**src/rtl/hazard_pkg.sv**
```systemverilog
// Shared types and defaults for the decode-side hazard controller.
// Combinational decode helpers only; no state lives here.
package hazard_pkg;

    localparam int DEF_NREG = 32;
    localparam int DEF_AW   = 5;

    typedef enum logic [1:0] {
        ST_RUN   = 2'd0,
        ST_STALL = 2'd1,
        ST_FLUSH = 2'd2
    } state_e;

endpackage

```
**src/rtl/scoreboard_regs.sv**
```systemverilog
// Per-register pending bits: set at issue, cleared at writeback, r0 hardwired clear.
// Updates land one cycle after set/clr; set beats clear on the same register.
module scoreboard_regs
    import hazard_pkg::*;
#(
    parameter int NREG = DEF_NREG,
    parameter int AW   = DEF_AW
) (
    input  logic            clk,
    input  logic            reset,
    input  logic            set_en,
    input  logic [AW-1:0]   set_addr,
    input  logic            clr_en,
    input  logic [AW-1:0]   clr_addr,
    output logic [NREG-1:0] busy_vec
);

    logic [NREG-1:0] busy_q;
    logic [NREG-1:0] busy_d;

    always_comb begin
        busy_d = busy_q;
        if (clr_en) begin
            busy_d[clr_addr] = 1'b0;
        end
        // A new producer to the same register is still outstanding.
        if (set_en) begin
            busy_d[set_addr] = 1'b1;
        end
        busy_d[0] = 1'b0;
    end

    always_ff @(posedge clk or posedge reset) begin
        if (reset) begin
            busy_q <= '0;
        end else begin
            busy_q <= busy_d;
        end
    end

    assign busy_vec = busy_q;

endmodule

```
**src/rtl/pipeline_hazard_ctrl.sv**
```systemverilog
// Scoreboard hazard controller beside ID: stalls IF/ID on RAW, flushes IF/ID on taken branch.
// Stall/bubble are combinational from the registered scoreboard; flush is held FLUSH_CYCLES.
module pipeline_hazard_ctrl
    import hazard_pkg::*;
#(
    parameter int NREG          = DEF_NREG,
    parameter int AW            = DEF_AW,
    parameter int STALL_TIMEOUT = 15,
    parameter int FLUSH_CYCLES  = 1
) (
    input  logic            clk,
    input  logic            reset,
    input  logic            id_valid,
    input  logic [AW-1:0]   id_rs,
    input  logic [AW-1:0]   id_rt,
    input  logic            id_rs_used,
    input  logic            id_rt_used,
    input  logic            id_wr_en,
    input  logic [AW-1:0]   id_wr_addr,
    input  logic            wb_wr_en,
    input  logic [AW-1:0]   wb_wr_addr,
    input  logic            ex_branch_taken,
    output logic            stall_if,
    output logic            stall_id,
    output logic            bubble_ex,
    output logic            flush_if_id,
    output logic [NREG-1:0] busy_vec,
    output logic            hazard_timeout
);

    localparam int SCW = $clog2(STALL_TIMEOUT + 1);
    localparam int FCW = (FLUSH_CYCLES > 1) ? $clog2(FLUSH_CYCLES) : 1;
    localparam logic [SCW-1:0] STALL_MAX  = SCW'(STALL_TIMEOUT);
    localparam logic [FCW-1:0] FLUSH_LOAD = FCW'(FLUSH_CYCLES - 1);

    state_e          state_q, state_d;
    logic [SCW-1:0]  stall_cnt_q, stall_cnt_d;
    logic [FCW-1:0]  flush_cnt_q, flush_cnt_d;
    logic            hazard_timeout_q, hazard_timeout_d;

    logic            hazard;
    logic            in_flush;
    logic            stall;
    logic            issue;

    // r0 never has its busy bit set, so reads of r0 fall out of this naturally.
    always_comb begin
        hazard   = id_valid & ((id_rs_used & busy_vec[id_rs]) |
                               (id_rt_used & busy_vec[id_rt]));
        in_flush = (state_q == ST_FLUSH);
        stall    = hazard & ~in_flush & ~ex_branch_taken;
        issue    = id_valid & id_wr_en & ~hazard & ~in_flush & ~ex_branch_taken;
    end

    scoreboard_regs #(
        .NREG (NREG),
        .AW   (AW)
    ) u_scoreboard (
        .clk      (clk),
        .reset    (reset),
        .set_en   (issue),
        .set_addr (id_wr_addr),
        .clr_en   (wb_wr_en),
        .clr_addr (wb_wr_addr),
        .busy_vec (busy_vec)
    );

    always_comb begin
        state_d     = state_q;
        flush_cnt_d = flush_cnt_q;
        case (state_q)
            ST_RUN: begin
                if (ex_branch_taken) begin
                    state_d     = ST_FLUSH;
                    flush_cnt_d = FLUSH_LOAD;
                end else if (hazard) begin
                    state_d = ST_STALL;
                end
            end
            ST_STALL: begin
                if (ex_branch_taken) begin
                    state_d     = ST_FLUSH;
                    flush_cnt_d = FLUSH_LOAD;
                end else if (!hazard) begin
                    state_d = ST_RUN;
                end
            end
            ST_FLUSH: begin
                // A second taken branch restarts the flush window.
                if (ex_branch_taken) begin
                    flush_cnt_d = FLUSH_LOAD;
                end else if (flush_cnt_q == '0) begin
                    state_d = ST_RUN;
                end else begin
                    flush_cnt_d = flush_cnt_q - FCW'(1);
                end
            end
            default: begin
                state_d     = ST_RUN;
                flush_cnt_d = '0;
            end
        endcase
    end

    always_comb begin
        stall_cnt_d = '0;
        if (stall) begin
            stall_cnt_d = (stall_cnt_q == STALL_MAX) ? STALL_MAX : stall_cnt_q + SCW'(1);
        end
        hazard_timeout_d = hazard_timeout_q | (stall_cnt_d == STALL_MAX);
    end

    always_ff @(posedge clk or posedge reset) begin
        if (reset) begin
            state_q          <= ST_RUN;
            flush_cnt_q      <= '0;
            stall_cnt_q      <= '0;
            hazard_timeout_q <= 1'b0;
        end else begin
            state_q          <= state_d;
            flush_cnt_q      <= flush_cnt_d;
            stall_cnt_q      <= stall_cnt_d;
            hazard_timeout_q <= hazard_timeout_d;
        end
    end

    assign stall_if       = stall;
    assign stall_id       = stall;
    assign bubble_ex      = stall;
    assign flush_if_id    = in_flush;
    assign hazard_timeout = hazard_timeout_q;

endmodule

```
**config.mk**
```make
export PLATFORM = sky130hd
export DESIGN_NAME = pipeline_hazard_ctrl
export DESIGN_NICKNAME = d
export VERILOG_FILES = /design/src/rtl/hazard_pkg.sv /design/src/rtl/scoreboard_regs.sv /design/src/rtl/pipeline_hazard_ctrl.sv
export SDC_FILE = /design/constraint.sdc
export NUM_CORES = 1
export LEC_CHECK = 0
export ABC_AREA = 1
export BUFFER_PORTS_ARGS = -buffer_cell sky130_fd_sc_hd__buf_4
export CAP_MARGIN = 15
export CORE_MARGIN = 8
export CORE_UTILIZATION = 55
export DETAILED_ROUTE_END_ITERATION = 16
export PLACE_DENSITY = 0.82
export SLEW_MARGIN = 5
export SYNTH_ARGS = -nofsm -noshare
export SYNTH_HDL_FRONTEND = slang
export SYNTH_SLANG_ARGS = --single-unit
```
**constraint.sdc**
```tcl
create_clock -name clk -period 4.3 [get_ports clk]
set_clock_uncertainty 0.05 [all_clocks]
set_input_delay 0.645 -clock clk [delete_from_list [all_inputs] [get_ports clk]]
set_output_delay 0.645 -clock clk [all_outputs]
set_load 0.01 [all_outputs]
```
== Yosys cells after proc, flatten, opt, wreduce, memory -nomap -nowiden ==
Index checks and enable logic that the tools add are counted.

* Register bits: 39
* Bits of input ports: 28
* Output and inout bits: 37
* Logic and storage cells: 67

* Add/sub/neg operators: 2
* Magnitude comparators: 6
* Equality and inequality tests: 9
* Muxes and demuxes: 23
* Bitwise operators: 17
* Reductions and logical operators: 5

{| class="wikitable"
|+ Operators with widths
! kind !! number
|-
| 32-bit 2-to-1 mux || 2
|-
| 32-bit AND || 1
|-
| 32-bit inverter || 1
|-
| 32-bit OR || 1
|-
| 5-bit by 6-bit < comparator with 1-bit output, second input constant || 4
|-
| 2-bit 2-to-1 mux || 6
|-
| 1-bit binary-select mux with 5-bit select || 2
|-
| 1-bit demux with 5-bit select || 2
|-
| 5-bit by 1-bit >= comparator with 1-bit output, second input constant || 2
|-
| 1-bit AND || 9
|-
| 4-bit == test, second input constant || 2
|-
| 4-bit 2-to-1 mux || 2
|-
| 1-bit 2-to-1 mux || 7
|-
| 3-bit != test, second input constant || 2
|-
| 2-bit one-hot mux with 3 select lines || 1
|-
| 4-bit by 1-bit adder with 4-bit output, second input constant || 1
|-
| 2-bit != test, second input constant || 2
|-
| 4-bit AND reduction || 1
|-
| 1-bit inverter || 3
|-
| 2-bit by 1-bit == test with 1-bit output, second input constant || 1
|-
| 2-bit == test, second input constant || 1
|-
| 1-bit logical AND || 2
|-
| 2-bit logical NOT || 1
|-
| 2-bit by 1-bit != test with 1-bit output, second input constant || 1
|-
| other kinds (4) || 5
|}

== Depth between registers and ports, before layout ==
* Depth after elaboration: 10
* Depth in mapped cells: 14
* Depth with buffers taken out: 12

== Hierarchy ==
Synthesis repeated with hierarchy kept, for this count alone.

* Cells, all modules: 396
* Area, all modules: 2566.2 sq um

{| class="wikitable"
|+ By module, submodules not included
! module !! times used !! cells an instance !! area an instance (sq um) !! sequential area each (sq um)
|-
| scoreboard_regs || 1 || 201 || 1456.4 || 775.7
|-
| pipeline_hazard_ctrl || 1 || 195 || 1109.8 || 175.2
|}

== Least setup slack after synthesis ==
No wires, ideal clock.

* Path kind: input-to-output
* From: input port id_rt[0]
* To: output port stall_id
* Data arrival time: 1.783 ns
* Data required time: 3.605 ns
* Slack: 1.822 ns
* Stages: 13
* Path buffers: 3
* Cells stage by stage: buf_6 inv_6 buf_6 nand2_1 nand3_1 nand2_1 nand3_1 nand3_1 nand3_2 nand2_2 nand3_1 inv_1 buf_4

* Word-level cells in the longest chain between the ends: 7

{| class="wikitable"
|+ Ends and longest elaborated chain
! item !! RTL line !! RTL
|-
| from (decl) || pipeline_hazard_ctrl.sv:15 || <nowiki>input logic [AW-1:0] id_rt,</nowiki>
|-
| 1-bit binary-select mux with 5-bit select || pipeline_hazard_ctrl.sv:49 || <nowiki>(id_rt_used & busy_vec[id_rt]));</nowiki>
|-
| 1-bit 2-to-1 mux (implied by the code) || pipeline_hazard_ctrl.sv:49 ||
|-
| 1-bit AND || pipeline_hazard_ctrl.sv:49 ||
|-
| 1-bit OR || pipeline_hazard_ctrl.sv:48 || <nowiki>hazard = id_valid & ((id_rs_used & busy_vec[id_rs]) |</nowiki>
|-
| 1-bit AND || pipeline_hazard_ctrl.sv:48 ||
|-
| 1-bit AND (2 in a row) || pipeline_hazard_ctrl.sv:51 || <nowiki>stall = hazard & ~in_flush & ~ex_branch_taken;</nowiki>
|-
| to (decl) || pipeline_hazard_ctrl.sv:24 || <nowiki>output logic stall_id,</nowiki>
|}

No other way between the ends. The select of a mux whose other input is x is not followed.

== Worst setup path after layout ==
* From: input port id_rt[0]
* To: output port stall_if

* Word-level cells in the longest chain between the ends: 7

{| class="wikitable"
|+ Ends and longest elaborated chain
! item !! RTL line !! RTL
|-
| 1-bit binary-select mux with 5-bit select || pipeline_hazard_ctrl.sv:49 ||
|-
| 1-bit 2-to-1 mux (implied by the code) || pipeline_hazard_ctrl.sv:49 ||
|-
| 1-bit AND || pipeline_hazard_ctrl.sv:49 ||
|-
| 1-bit OR || pipeline_hazard_ctrl.sv:48 ||
|-
| 1-bit AND || pipeline_hazard_ctrl.sv:48 ||
|-
| 1-bit AND (2 in a row) || pipeline_hazard_ctrl.sv:51 ||
|-
| to (decl) || pipeline_hazard_ctrl.sv:23 || <nowiki>output logic stall_if,</nowiki>
|}

No other way between the ends. The select of a mux whose other input is x is not followed.

==> results.json <==
{
  "status": "completed",
  "drt_iter0_markers": 207,
  "grt_pass1_vias": 2668,
  "stdcell_area_sq_um": 3240,
  "end_kind": "output pin",
  "nets": 465,
  "die_x_um": 85.8,
  "fin_crit_sh_pct": 60.6,
  "synth.most_common_cell": "nand2_1",
  "worstPathCellList": "buf_4, inv_6, nand2_1, nand3_1, nand3_1, nand3_1, nand3_1, nand3_2, nand2_2, nand3_1, inv_1, buf_4",
  "drt_wl_total_um": 7890,
  "n_antenna_cell": 0,
  "cpMostUsedCell": "nand3_1",
  "start_util_pct": 56.7,
  "synth-main-ff-cell": "dfrtp_1",
  "drc_errors": 0,
  "setup_ws_ps": 1690,
  "met3_length_um": 595,
  "cts_tree": "yes",
  "synth_warnings": 0,
  "hold_path.class": "reg2reg",
  "slowest_stage": "buf_4",
  "worst_pin_slew_ps": 677,
  "synth_seq_cells": 38,
  "overflow": 0,
  "async_flop_share_pct": 100,
  "wl_met1_um": 3310,
  "period_minus_slack_ps": 2610,
  "crit_fanout": 18,
  "total_power_uw": 962,
  "num_rows": 25,
  "dieArea_sq_um": 7350,
  "synth_cells": 379,
  "crit_path_start_kind": "primary input",
  "io_pins": 65,
  "cellPowerDensity_nw_per_um2": 296,
  "cts_resized": 0,
  "fmaxAchievable_ghz": 0.384,
  "clockRootBuffer": "clkbuf_8",
  "yosys-top-cells-count": "nand2_1 (99), nand3_1 (68), inv_1 (55)",
  "yosysTopAreaCell": "dfrtp_1",
  "wl_per_cell_um": 15.7,
  "place.gp.congestion": 0.923,
  "cp.arrival_ps": 1910,
  "swShare_pct": 28.8,
  "crit_type": "in2out",
  "wl_met2_um": 3920,
  "synth_edf_count": 0,
  "p_leak_uw": 0.00165,
  "drive_gt1_share_pct": 25.6,
  "grt_max_degree": 39,
  "setup_viol": 0,
  "synth_top_area_share_pct": 35.5,
  "critPathMaxStageDelay_ps": 210,
  "clkSinkCount": 38,
  "synthesis.nets": 408,
  "tns_ps": 0,
  "drt-vias-per-instance": 5.53,
  "grt_first_pass_wirelength_um": 13100,
  "power_frac_seq_pct": 41.0,
  "combPwrFrac_pct": 20.6,
  "pre_cts_slack_ps": 1720,
  "htree_levels": 2,
  "peakVddDrop_uv": 260,
  "fp.dieH_um": 85.8,
  "synth-seq-area-share_pct": 35.5,
  "synthTopCellsByArea": "dfrtp_1 (36%), nand2_1 (14%), nand3_1 (13%), o21ai_2 (9.8%), inv_1 (7.7%)",
  "holdBufCountCts": 0,
  "clockPowerShare_pct": 38.4,
  "cap_violations": 0,
  "clk_latency_ps": 300,
  "hold_viol_final": 0,
  "switching_power_uw": 277,
  "max_slew_margin_pct": 54.7,
  "rsz0062_at_grt": "no",
  "antenna_found_initial": 0,
  "internal_power_uw": 685,
  "dr_total_vias": 2787,
  "grt_usage_pct": 22.1,
  "syn_area_per_cell_sq_um": 7.06,
  "clockBufferDepth": 2,
  "coreArea_sq_um": 4720,
  "detail-route-antenna-nets": 0,
  "highest_layer": "met4",
  "area_growth_pct": 21.2,
  "drtPass1Iterations": 5,
  "yosysUniqueCellTypes": 27,
  "post_cts_buffers": 0,
  "cp.required_ps": 3610,
  "numPortBuffers": 63,
  "whs_ps": 414,
  "cts.reportedPaths.clkPinSlew_ps": 80,
  "dpl-instance-area_sq_um": 3110,
  "hpwl_um": 6090,
  "numCtsBuffers": 5,
  "drv_slew": 0,
  "syn_area_sq_um": 2680
}
-- sequential cells by signal, indices dropped and copies added, names as in the netlist --
| signal | cells |
|---|---|
| state_q | 2 |
| u_scoreboard.busy_vec | 31 |
| hazard_timeout | 1 |
| stall_cnt_q | 4 |
-- layout by cell type (no fill, tap or decap), types with 2 or more instances in the layout --
cell type / n
inv_6: 2
nand3_1: 68
nor2_1: 11
buf_4: 64
bufinv_16: 2
nor3_1: 11
clkbuf_8: 5
a21oi_1: 2
dfrtp_1: 38
inv_2: 3
nand3_2: 2
o21ai_2: 30
nand2_1: 99
o21ai_0: 32
inv_1: 55
-- path summary, 6_finish.rpt --
check	from	end	slack, ps	cells after the start
worst max-delay path	id_rt[0]	stall_if	1690	12
worst min-delay path	state_q[1]	state_q[0]	410	1
worst max register to register	u_scoreboard.busy_vec[29]	u_scoreboard.busy_vec[31]	2420	11
worst min register to register	state_q[1]	state_q[0]	410	1
max in group asynchronous	reset	u_scoreboard.busy_vec[9]	3430	3
min in group asynchronous	reset	u_scoreboard.busy_vec[23]	420	3
-- routing by layer --
metal / GRT usage (%) / vias up
li1: - / 1351
met1: 28.3 / 1307
met2: 36.1 / 121
met3: 5.25 / 8
met4: 5.89 / 0
met5: 0 / -
-- cells by family after synthesis --
kind of cell / share of synthesized area [%]
adders and majority gates: 0.467
other: 0.140
buffers and inverters: 13.8
DFF: 35.5
AOI/OAI and AO/OA: 17.8
and+or+nand+nor: 32.3
-- power groups by stage --
stage,registers (uW),logic [uW],clock network [uW]
after floorplan,401,116,0
after CTS,394,198,372
after global placement,400,194,0
final,394,198,369
after global routing,396,220,390
after detailed placement,401,197,0
-- critical path, delay by kind of cell --
kind                   cells  cell delay, ps
buffers and inverters      4             560
AND/OR/NAND/NOR            8             700
-- metrics by stage --
stage | cells | util (%)
after CTS | 504 | 68.7
after floorplan | 379 | -
after global routing | 504 | 68.7
after detailed placement | 496 | 65.8
after global placement | 496 | 65.8
final | 504 | 68.7
-- area by class of cell --
cell class	count	area [sq um]
fill	419	1480
tap	67	83.8
timing repair buffer	64	480
clock buffer	5	68.8
sequential	38	951
multi-input combinational	267	1360
inverter	60	235
clock inverter	3	68.8
(Power assumes the default switching activity.)
